File: src/rtl/counter_pkg.sv
// counter_pkg: encodings shared by the counter bank host.
//   op_e    : host request opcodes (req_op)
//   cmd_e   : bank command encoding (command_out)
//   state_e : counter_host FSM states
//   op2cmd  : maps an accepted request opcode onto its bank command
package counter_pkg;

  typedef enum logic [1:0] {
    OP_INC     = 2'b00,
    OP_ALLOC   = 2'b01,
    OP_DEALLOC = 2'b10,
    OP_READ    = 2'b11
  } op_e;

  typedef enum logic [2:0] {
    CMD_IDLE    = 3'b000,
    CMD_INC     = 3'b001,
    CMD_ALLOC   = 3'b010,
    CMD_DEALLOC = 3'b011,
    CMD_READ    = 3'b101
  } cmd_e;

  typedef enum logic [1:0] {
    S_IDLE,
    S_ISSUE,
    S_READ,
    S_RESP
  } state_e;

  function automatic cmd_e op2cmd(op_e op);
    case (op)
      OP_INC:     return CMD_INC;
      OP_ALLOC:   return CMD_ALLOC;
      OP_DEALLOC: return CMD_DEALLOC;
      default:    return CMD_READ;
    endcase
  endfunction

endpackage

File: src/rtl/counter_read_collector.sv
// counter_read_collector: deserializes bank read beats into one wide value.
//   clk, rst  : clock, async active-high reset
//   start     : clears the collector (host is issuing a new command)
//   active    : host is in its READ state; beats outside it are ignored
//   base      : id of the counter being read (first subcounter index)
//   rdata/rvalid/rlast : bank beat stream
//   done      : this cycle terminates the read
//   timeout   : read aborted for lack of a first beat (COUNTER_HOST_TIMEOUT_EN)
//   data_nxt/len_nxt : packed value and beat count including this cycle's beat
module counter_read_collector
  import counter_pkg::*;
#(
  parameter  int N  = 10,
  parameter  int G  = 4,
  localparam int W  = N * G,
  localparam int IW = $clog2(N),
  localparam int SW = IW + 1
) (
  input  logic          clk,
  input  logic          rst,
  input  logic          start,
  input  logic          active,
  input  logic [IW-1:0] base,
  input  logic [G-1:0]  rdata,
  input  logic          rvalid,
  input  logic          rlast,
  output logic          done,
  output logic          timeout,
  output logic [W-1:0]  data_nxt,
  output logic [SW-1:0] len_nxt
);

  logic [W-1:0]  data_q;
  logic [SW-1:0] cnt_q;
  logic          beat;
  logic          at_end;

  assign beat = active && rvalid;

  // Beat k lands in slice k; slices not yet written stay zero from start.
  always_comb begin
    data_nxt = data_q;
    for (int k = 0; k < N; k++)
      if (beat && cnt_q == SW'(k)) data_nxt[k*G +: G] = rdata;
    len_nxt = cnt_q + SW'(beat);
  end

  // The counter cannot extend past subcounter N-1, so the beat that reaches
  // it is the last one even when the bank does not flag it.
  assign at_end = (int'(base) + int'(len_nxt)) >= N;

  always_ff @(posedge clk or posedge rst) begin
    if (rst) begin
      data_q <= '0;
      cnt_q  <= '0;
    end else if (start) begin
      data_q <= '0;
      cnt_q  <= '0;
    end else if (beat) begin
      data_q <= data_nxt;
      cnt_q  <= len_nxt;
    end
  end

`ifdef COUNTER_HOST_TIMEOUT_EN
  // Counts READ cycles spent waiting for the first beat; the ninth empty
  // cycle gives up.
  logic [3:0] wait_q;
  logic       waiting;

  assign waiting = active && cnt_q == '0 && !rvalid;
  assign timeout = waiting && wait_q == 4'd8;

  always_ff @(posedge clk or posedge rst) begin
    if (rst)                         wait_q <= '0;
    else if (start)                  wait_q <= '0;
    else if (waiting && !timeout)    wait_q <= wait_q + 4'd1;
  end
`else
  assign timeout = 1'b0;
`endif

  // A gap after the stream has started also ends it.
  assign done = active && ((beat && (rlast || at_end)) ||
                           (!rvalid && cnt_q != '0) || timeout);

endmodule

File: src/rtl/counter_host.sv
// counter_host: request/response front end for a bank of N G-bit subcounters.
// Accepts inc/alloc/dealloc/read requests, issues one registered bank
// command per request, collects read beats and returns a single response.
//   clk, rst                        : clock, async active-high reset
//   req_valid/req_ready/req_op/req_id/req_size : request channel
//   command_out/id_out/size_out     : bank command (000 = idle)
//   alloc_id_in/alloc_valid_in      : bank allocation result
//   rdata_in/rvalid_in/rlast_in     : bank read beat stream
//   rsp_valid/rsp_ready/rsp_ok/rsp_data/rsp_len : response channel
// Build option: COUNTER_HOST_TIMEOUT_EN aborts a read that sees no beat.
module counter_host
  import counter_pkg::*;
#(
  parameter  int N  = 10,
  parameter  int G  = 4,
  localparam int W  = N * G,
  localparam int IW = $clog2(N),
  localparam int SW = IW + 1
) (
  input  logic          clk,
  input  logic          rst,
  input  logic          req_valid,
  output logic          req_ready,
  input  logic [1:0]    req_op,
  input  logic [IW-1:0] req_id,
  input  logic [SW-1:0] req_size,
  output logic [2:0]    command_out,
  output logic [IW-1:0] id_out,
  output logic [SW-1:0] size_out,
  input  logic [SW-1:0] alloc_id_in,
  input  logic          alloc_valid_in,
  input  logic [G-1:0]  rdata_in,
  input  logic          rvalid_in,
  input  logic          rlast_in,
  output logic          rsp_valid,
  input  logic          rsp_ready,
  output logic          rsp_ok,
  output logic [W-1:0]  rsp_data,
  output logic [SW-1:0] rsp_len
);

  state_e        state;
  op_e           op_q;
  op_e           req_op_e;
  logic          accept;
  logic          bad_req;
  logic          col_done;
  logic          col_timeout;
  logic [W-1:0]  col_data;
  logic [SW-1:0] col_len;

  assign req_op_e = op_e'(req_op);
  assign accept   = req_valid && req_ready;
  assign bad_req  = (int'(req_id) >= N) ||
                    (req_op_e == OP_ALLOC && (req_size == '0 || int'(req_size) > N));

  counter_read_collector #(.N(N), .G(G)) u_collect (
    .clk      (clk),
    .rst      (rst),
    .start    (state == S_ISSUE),
    .active   (state == S_READ),
    .base     (id_out),
    .rdata    (rdata_in),
    .rvalid   (rvalid_in),
    .rlast    (rlast_in),
    .done     (col_done),
    .timeout  (col_timeout),
    .data_nxt (col_data),
    .len_nxt  (col_len)
  );

  // Every path from a command back to the next one passes RESP and IDLE with
  // command_out at idle, so bank commands are always separated.
  always_ff @(posedge clk or posedge rst) begin
    if (rst) begin
      state       <= S_IDLE;
      op_q        <= OP_INC;
      req_ready   <= 1'b0;
      command_out <= CMD_IDLE;
      id_out      <= '0;
      size_out    <= '0;
      rsp_valid   <= 1'b0;
      rsp_ok      <= 1'b0;
      rsp_data    <= '0;
      rsp_len     <= '0;
    end else begin
      unique case (state)
        S_IDLE: begin
          req_ready <= 1'b1;
          if (accept) begin
            req_ready <= 1'b0;
            op_q      <= req_op_e;
            if (bad_req) begin
              // Rejected: answer straight away, the bank never sees it.
              state     <= S_RESP;
              rsp_valid <= 1'b1;
              rsp_ok    <= 1'b0;
              rsp_data  <= '0;
              rsp_len   <= '0;
            end else begin
              state       <= S_ISSUE;
              command_out <= op2cmd(req_op_e);
              id_out      <= req_id;
              size_out    <= (req_op_e == OP_ALLOC) ? req_size : '0;
            end
          end
        end
        S_ISSUE: begin
          if (op_q == OP_READ) begin
            // Read command stays on the bus until the stream ends.
            state <= S_READ;
          end else begin
            state       <= S_RESP;
            command_out <= CMD_IDLE;
            id_out      <= '0;
            size_out    <= '0;
            rsp_valid   <= 1'b1;
            rsp_len     <= '0;
            if (op_q == OP_ALLOC) begin
              rsp_ok   <= alloc_valid_in;
              rsp_data <= W'(alloc_id_in);
            end else begin
              rsp_ok   <= 1'b1;
              rsp_data <= '0;
            end
          end
        end
        S_READ: begin
          if (col_done) begin
            state       <= S_RESP;
            command_out <= CMD_IDLE;
            id_out      <= '0;
            rsp_valid   <= 1'b1;
            rsp_ok      <= !col_timeout;
            rsp_data    <= col_timeout ? '0 : col_data;
            rsp_len     <= col_timeout ? '0 : col_len;
          end
        end
        S_RESP: begin
          if (rsp_ready) begin
            state     <= S_IDLE;
            rsp_valid <= 1'b0;
            req_ready <= 1'b1;
          end
        end
      endcase
    end
  end

endmodule

File: config.mk
export PLATFORM = sky130hd
export DESIGN_NAME = counter_host
export DESIGN_NICKNAME = d
export VERILOG_FILES = /design/src/rtl/counter_pkg.sv /design/src/rtl/counter_read_collector.sv /design/src/rtl/counter_host.sv
export SDC_FILE = /design/constraint.sdc
export NUM_CORES = 1
export LEC_CHECK = 0
export CAP_MARGIN = 20
export CORE_MARGIN = 1
export CORE_UTILIZATION = 53
export DETAILED_ROUTE_END_ITERATION = 6
export PLACE_DENSITY = 0.89
export SYNTH_ARGS = -nofsm -noshare
export SYNTH_HDL_FRONTEND = slang
export SYNTH_SLANG_ARGS = --single-unit
File: constraint.sdc
create_clock -name clk -period 5.1 [get_ports clk]
set_input_delay 1.275 -clock clk [delete_from_list [all_inputs] [get_ports clk]]
set_output_delay 1.275 -clock clk [all_outputs]
set_load 0.05 [all_outputs]
==> flow_summary.toml <==
[timing]
fin_crit_sh_pct = 87.7
finalSetupViolations = 0
final-hold-violation-count = 0
worst_pin_slew_ns = 0.983
tns_ns = 0
fin_crit_ns = 4.47
max_freq_ghz = 0.224
finClkSkew_ns = 0.00789
grt_setup_unrepaired = "false"
slew_headroom_pct = 34.5
maxSlewViolCount = 0

[power_and_ir_drop]
vdd_drop_max_uv = 272
p_total_mw = 2.79
clkPwrFrac_pct = 18.7
comb_power_share_pct = 44.2
p_sw_mw = 1.19
powerDensity_nw_per_um2 = 452
switching_share_pct = 42.8
internal_power_mw = 1.59
p_seq_share_pct = 37.1
p_leak_nw = 2.95

[floorplanning]
dieHeight_um = 99.4
ioPinCount = 87
std_cell_rows = 35
initial_utilization_pct = 54.5
design.core.area_um2 = 9240
fp.dieArea_um2 = 9890
fp.dieW_um = 99.4

[route]
drc = 0
via_count = 3783
avgRoutedWirePerCell_um = 16.4
vias_per_cell = 5.55
route.final.wire_length_um = 11200
drt_iter0_markers = 191
drt-pass1-iter-count = 4
detail-route-antenna-nets = 0

[finish]
final_common_cell = "dfrtp_1"
layout_common_cells = "109 x dfrtp_1, 86 x clkdlybuf4s50_1, 73 x nand2_1"
nets = 588
multi_input_area_um2 = 2120
instances_no_fill = 682
final_layout_size_suffix_gt1_share_pct = 6.69
nFillCells = 684
antenna_cells = 0
area_growth_pct = 22.7
final_util_pct = 66.8
seq_area_um2 = 2730

[setup_path]
path_cells = "clkdlybuf4s50_1 > nand2_1 > inv_1 > ha_1 > ha_1 > xor2_1 > ha_1 > or2_1 > and3_4 > o21a_1 > nor3_2 > or3b_1 > mux2_4"
start_kind = "primary input"
critPathCaptureType = "flop"
critPathMostFrequentCell = "ha_1"
worstPathArrival_ns = 4.74
r2r.worst_path.cells = 14
reg2reg_to = "id_out[2]"
rr_startpoint = "state[0]"
cp_slowest_stage_delay_ns = 0.52
setup.reg_to_reg.worst_slack_ns = 1.06
crit_type = "primary input to flop"
crit_fanout = 7
cpMaxStageDelayCell = "clkdlybuf4s50_1"
required_ns = 5.36

[logic_synthesis]
synthesis.nets = 516
synth_edf_count = 0
ys_async_sr_fraction_pct = 100
synth_ff_type = "dfrtp_1"
syn_area_per_cell_um2 = 10.6
syn_inst = 476
yosysWarnings = 0
synth-seq-cells = 109
netlist_area_um2 = 5030
synth_cell_type_count = 49
yosysSeqAreaShare_pct = 54.2

[global_route]
gr-total-overflow = 0
antenna_found_initial = 0
grt_max_degree = 85
grtUsageTotal_pct = 23.6
grt_pass1_wl_um = 18300
first_global_vias = 3791

[cts]
post_cts_buffers = 0
clk_pin_slew_ns = 0.09
clk_latency_ns = 0.37
cts_buffers = 9
h-tree-depth = 3
cts_tree = "done"
numClockSinks = 109
ctsResizeCount = 0
hold_buffers = 0
root_buffer = "clkbuf_8"
cts_buffer_depth = 2

[flow_run]
maxCapViolations = 0

[worst_hold_path]
hold_end = "rsp_data[34]"
hold_path.class = "flop to flop"
holdPathStages = 2
hp-start = "rsp_data[34]"

[run_status]
status = "finished clean"

[place]
placedCellCount = 665
dpl.hpwl_um = 7780
gp_congestion = 0.859
port-buffer-count = 86
## kinds of logic after synthesis
kind of cell             Yosys count  share of synthesized area [%]
AND/OR/NAND/NOR                  170                           15.3
flip-flops                       109                           54.2
AO/OA/AOI/OAI                     83                           10.9
multiplexers                      53                           11.3
buffers and inverters             43                           4.08
adder cells (fa/ha/maj)           13                           3.38
XOR/XNOR                           5                          0.870
## state kept, by name, indices dropped and copies added (netlist names)
register	count
id_out	4
rsp_valid	1
state	2
op_q	2
u_collect.cnt_q	5
rsp_len	5
rsp_ok	1
size_out	5
req_ready	1
u_collect.data_q	40
rsp_data	40
command_out	3
## metal layers
metal / GRT usage, % / vias up / routed length (um)
met3: 4.22 / 16 / 512
li1: - / 1772 / -
met4: 8.37 / 0 / 180
met2: 39.3 / 107 / 5530
met1: 31.2 / 1888 / 4940
met5: 0 / - / 0
## synth_stat cells (all sizes together) (3+ instances only)
cell type / n / area (um^2)
nor2: 57 / 214
o21ai: 19 / 95.1
dfrtp: 109 / 2730
xor2: 3 / 26.3
nor2b: 9 / 56.3
mux2i: 45 / 450
and3: 3 / 23.8
nand2: 73 / 274
nor3: 3 / 31.3
ha: 12 / 150
buf: 14 / 96.3
clkbuf: 18 / 67.6
or3: 3 / 18.8
a21oi: 14 / 70.1
o31ai: 36 / 270
mux2: 8 / 116
inv: 11 / 41.3
nand3: 7 / 40.0
## cell type report
class,count,share of cell area (%)
sequential,109,44.2
multi-input combinational,324,34.3
timing repair buffer,93,15.1
tap,129,2.61
clock buffer,13,2.41
clock inverter,3,0.729
inverter,11,0.709
## worst max-delay path, delay by kind of cell
family / cells / cell delay, ns
mux: 1 / 0.34
compound gates: 1 / 0.21
xor+xnor: 1 / 0.23
buf+inv: 2 / 0.62
simple gates: 5 / 1.37
fa+ha+maj: 3 / 0.69
## per-stage QoR
stage               cell area [um^2]  worst slack [ns]  hold slack [ns]
finish                          6180             0.627            0.485
detailed placement              5950             0.262            0.466
global route                    6180             0.403            0.516
CTS                             6150             0.659            0.488
floorplan                       5030             0.951            0.473
global placement                5950             0.450            0.465
## power by group through the flow
stage	sequential [mW]	clock, mW	combinational (mW)
floorplan	1.25	0	0.755
global placement	1.04	0	1.18
detailed placement	1.05	0	1.22
CTS	1.03	0.525	1.23
global route	1.05	0.559	1.34
finish	1.03	0.521	1.23
## how the worst max path moves through the flow
stage	from	to	depth (start not counted)
4_1_cts	rvalid_in	id_out[2]	13
5_1_grt	rvalid_in	id_out[2]	13
2_1_floorplan	rst	command_out[0]	1
3_5_place_dp	rvalid_in	id_out[0]	13
6_report	rvalid_in	id_out[2]	13
3_3_place_gp	rvalid_in	id_out[0]	13
(Power assumes the default switching activity.)
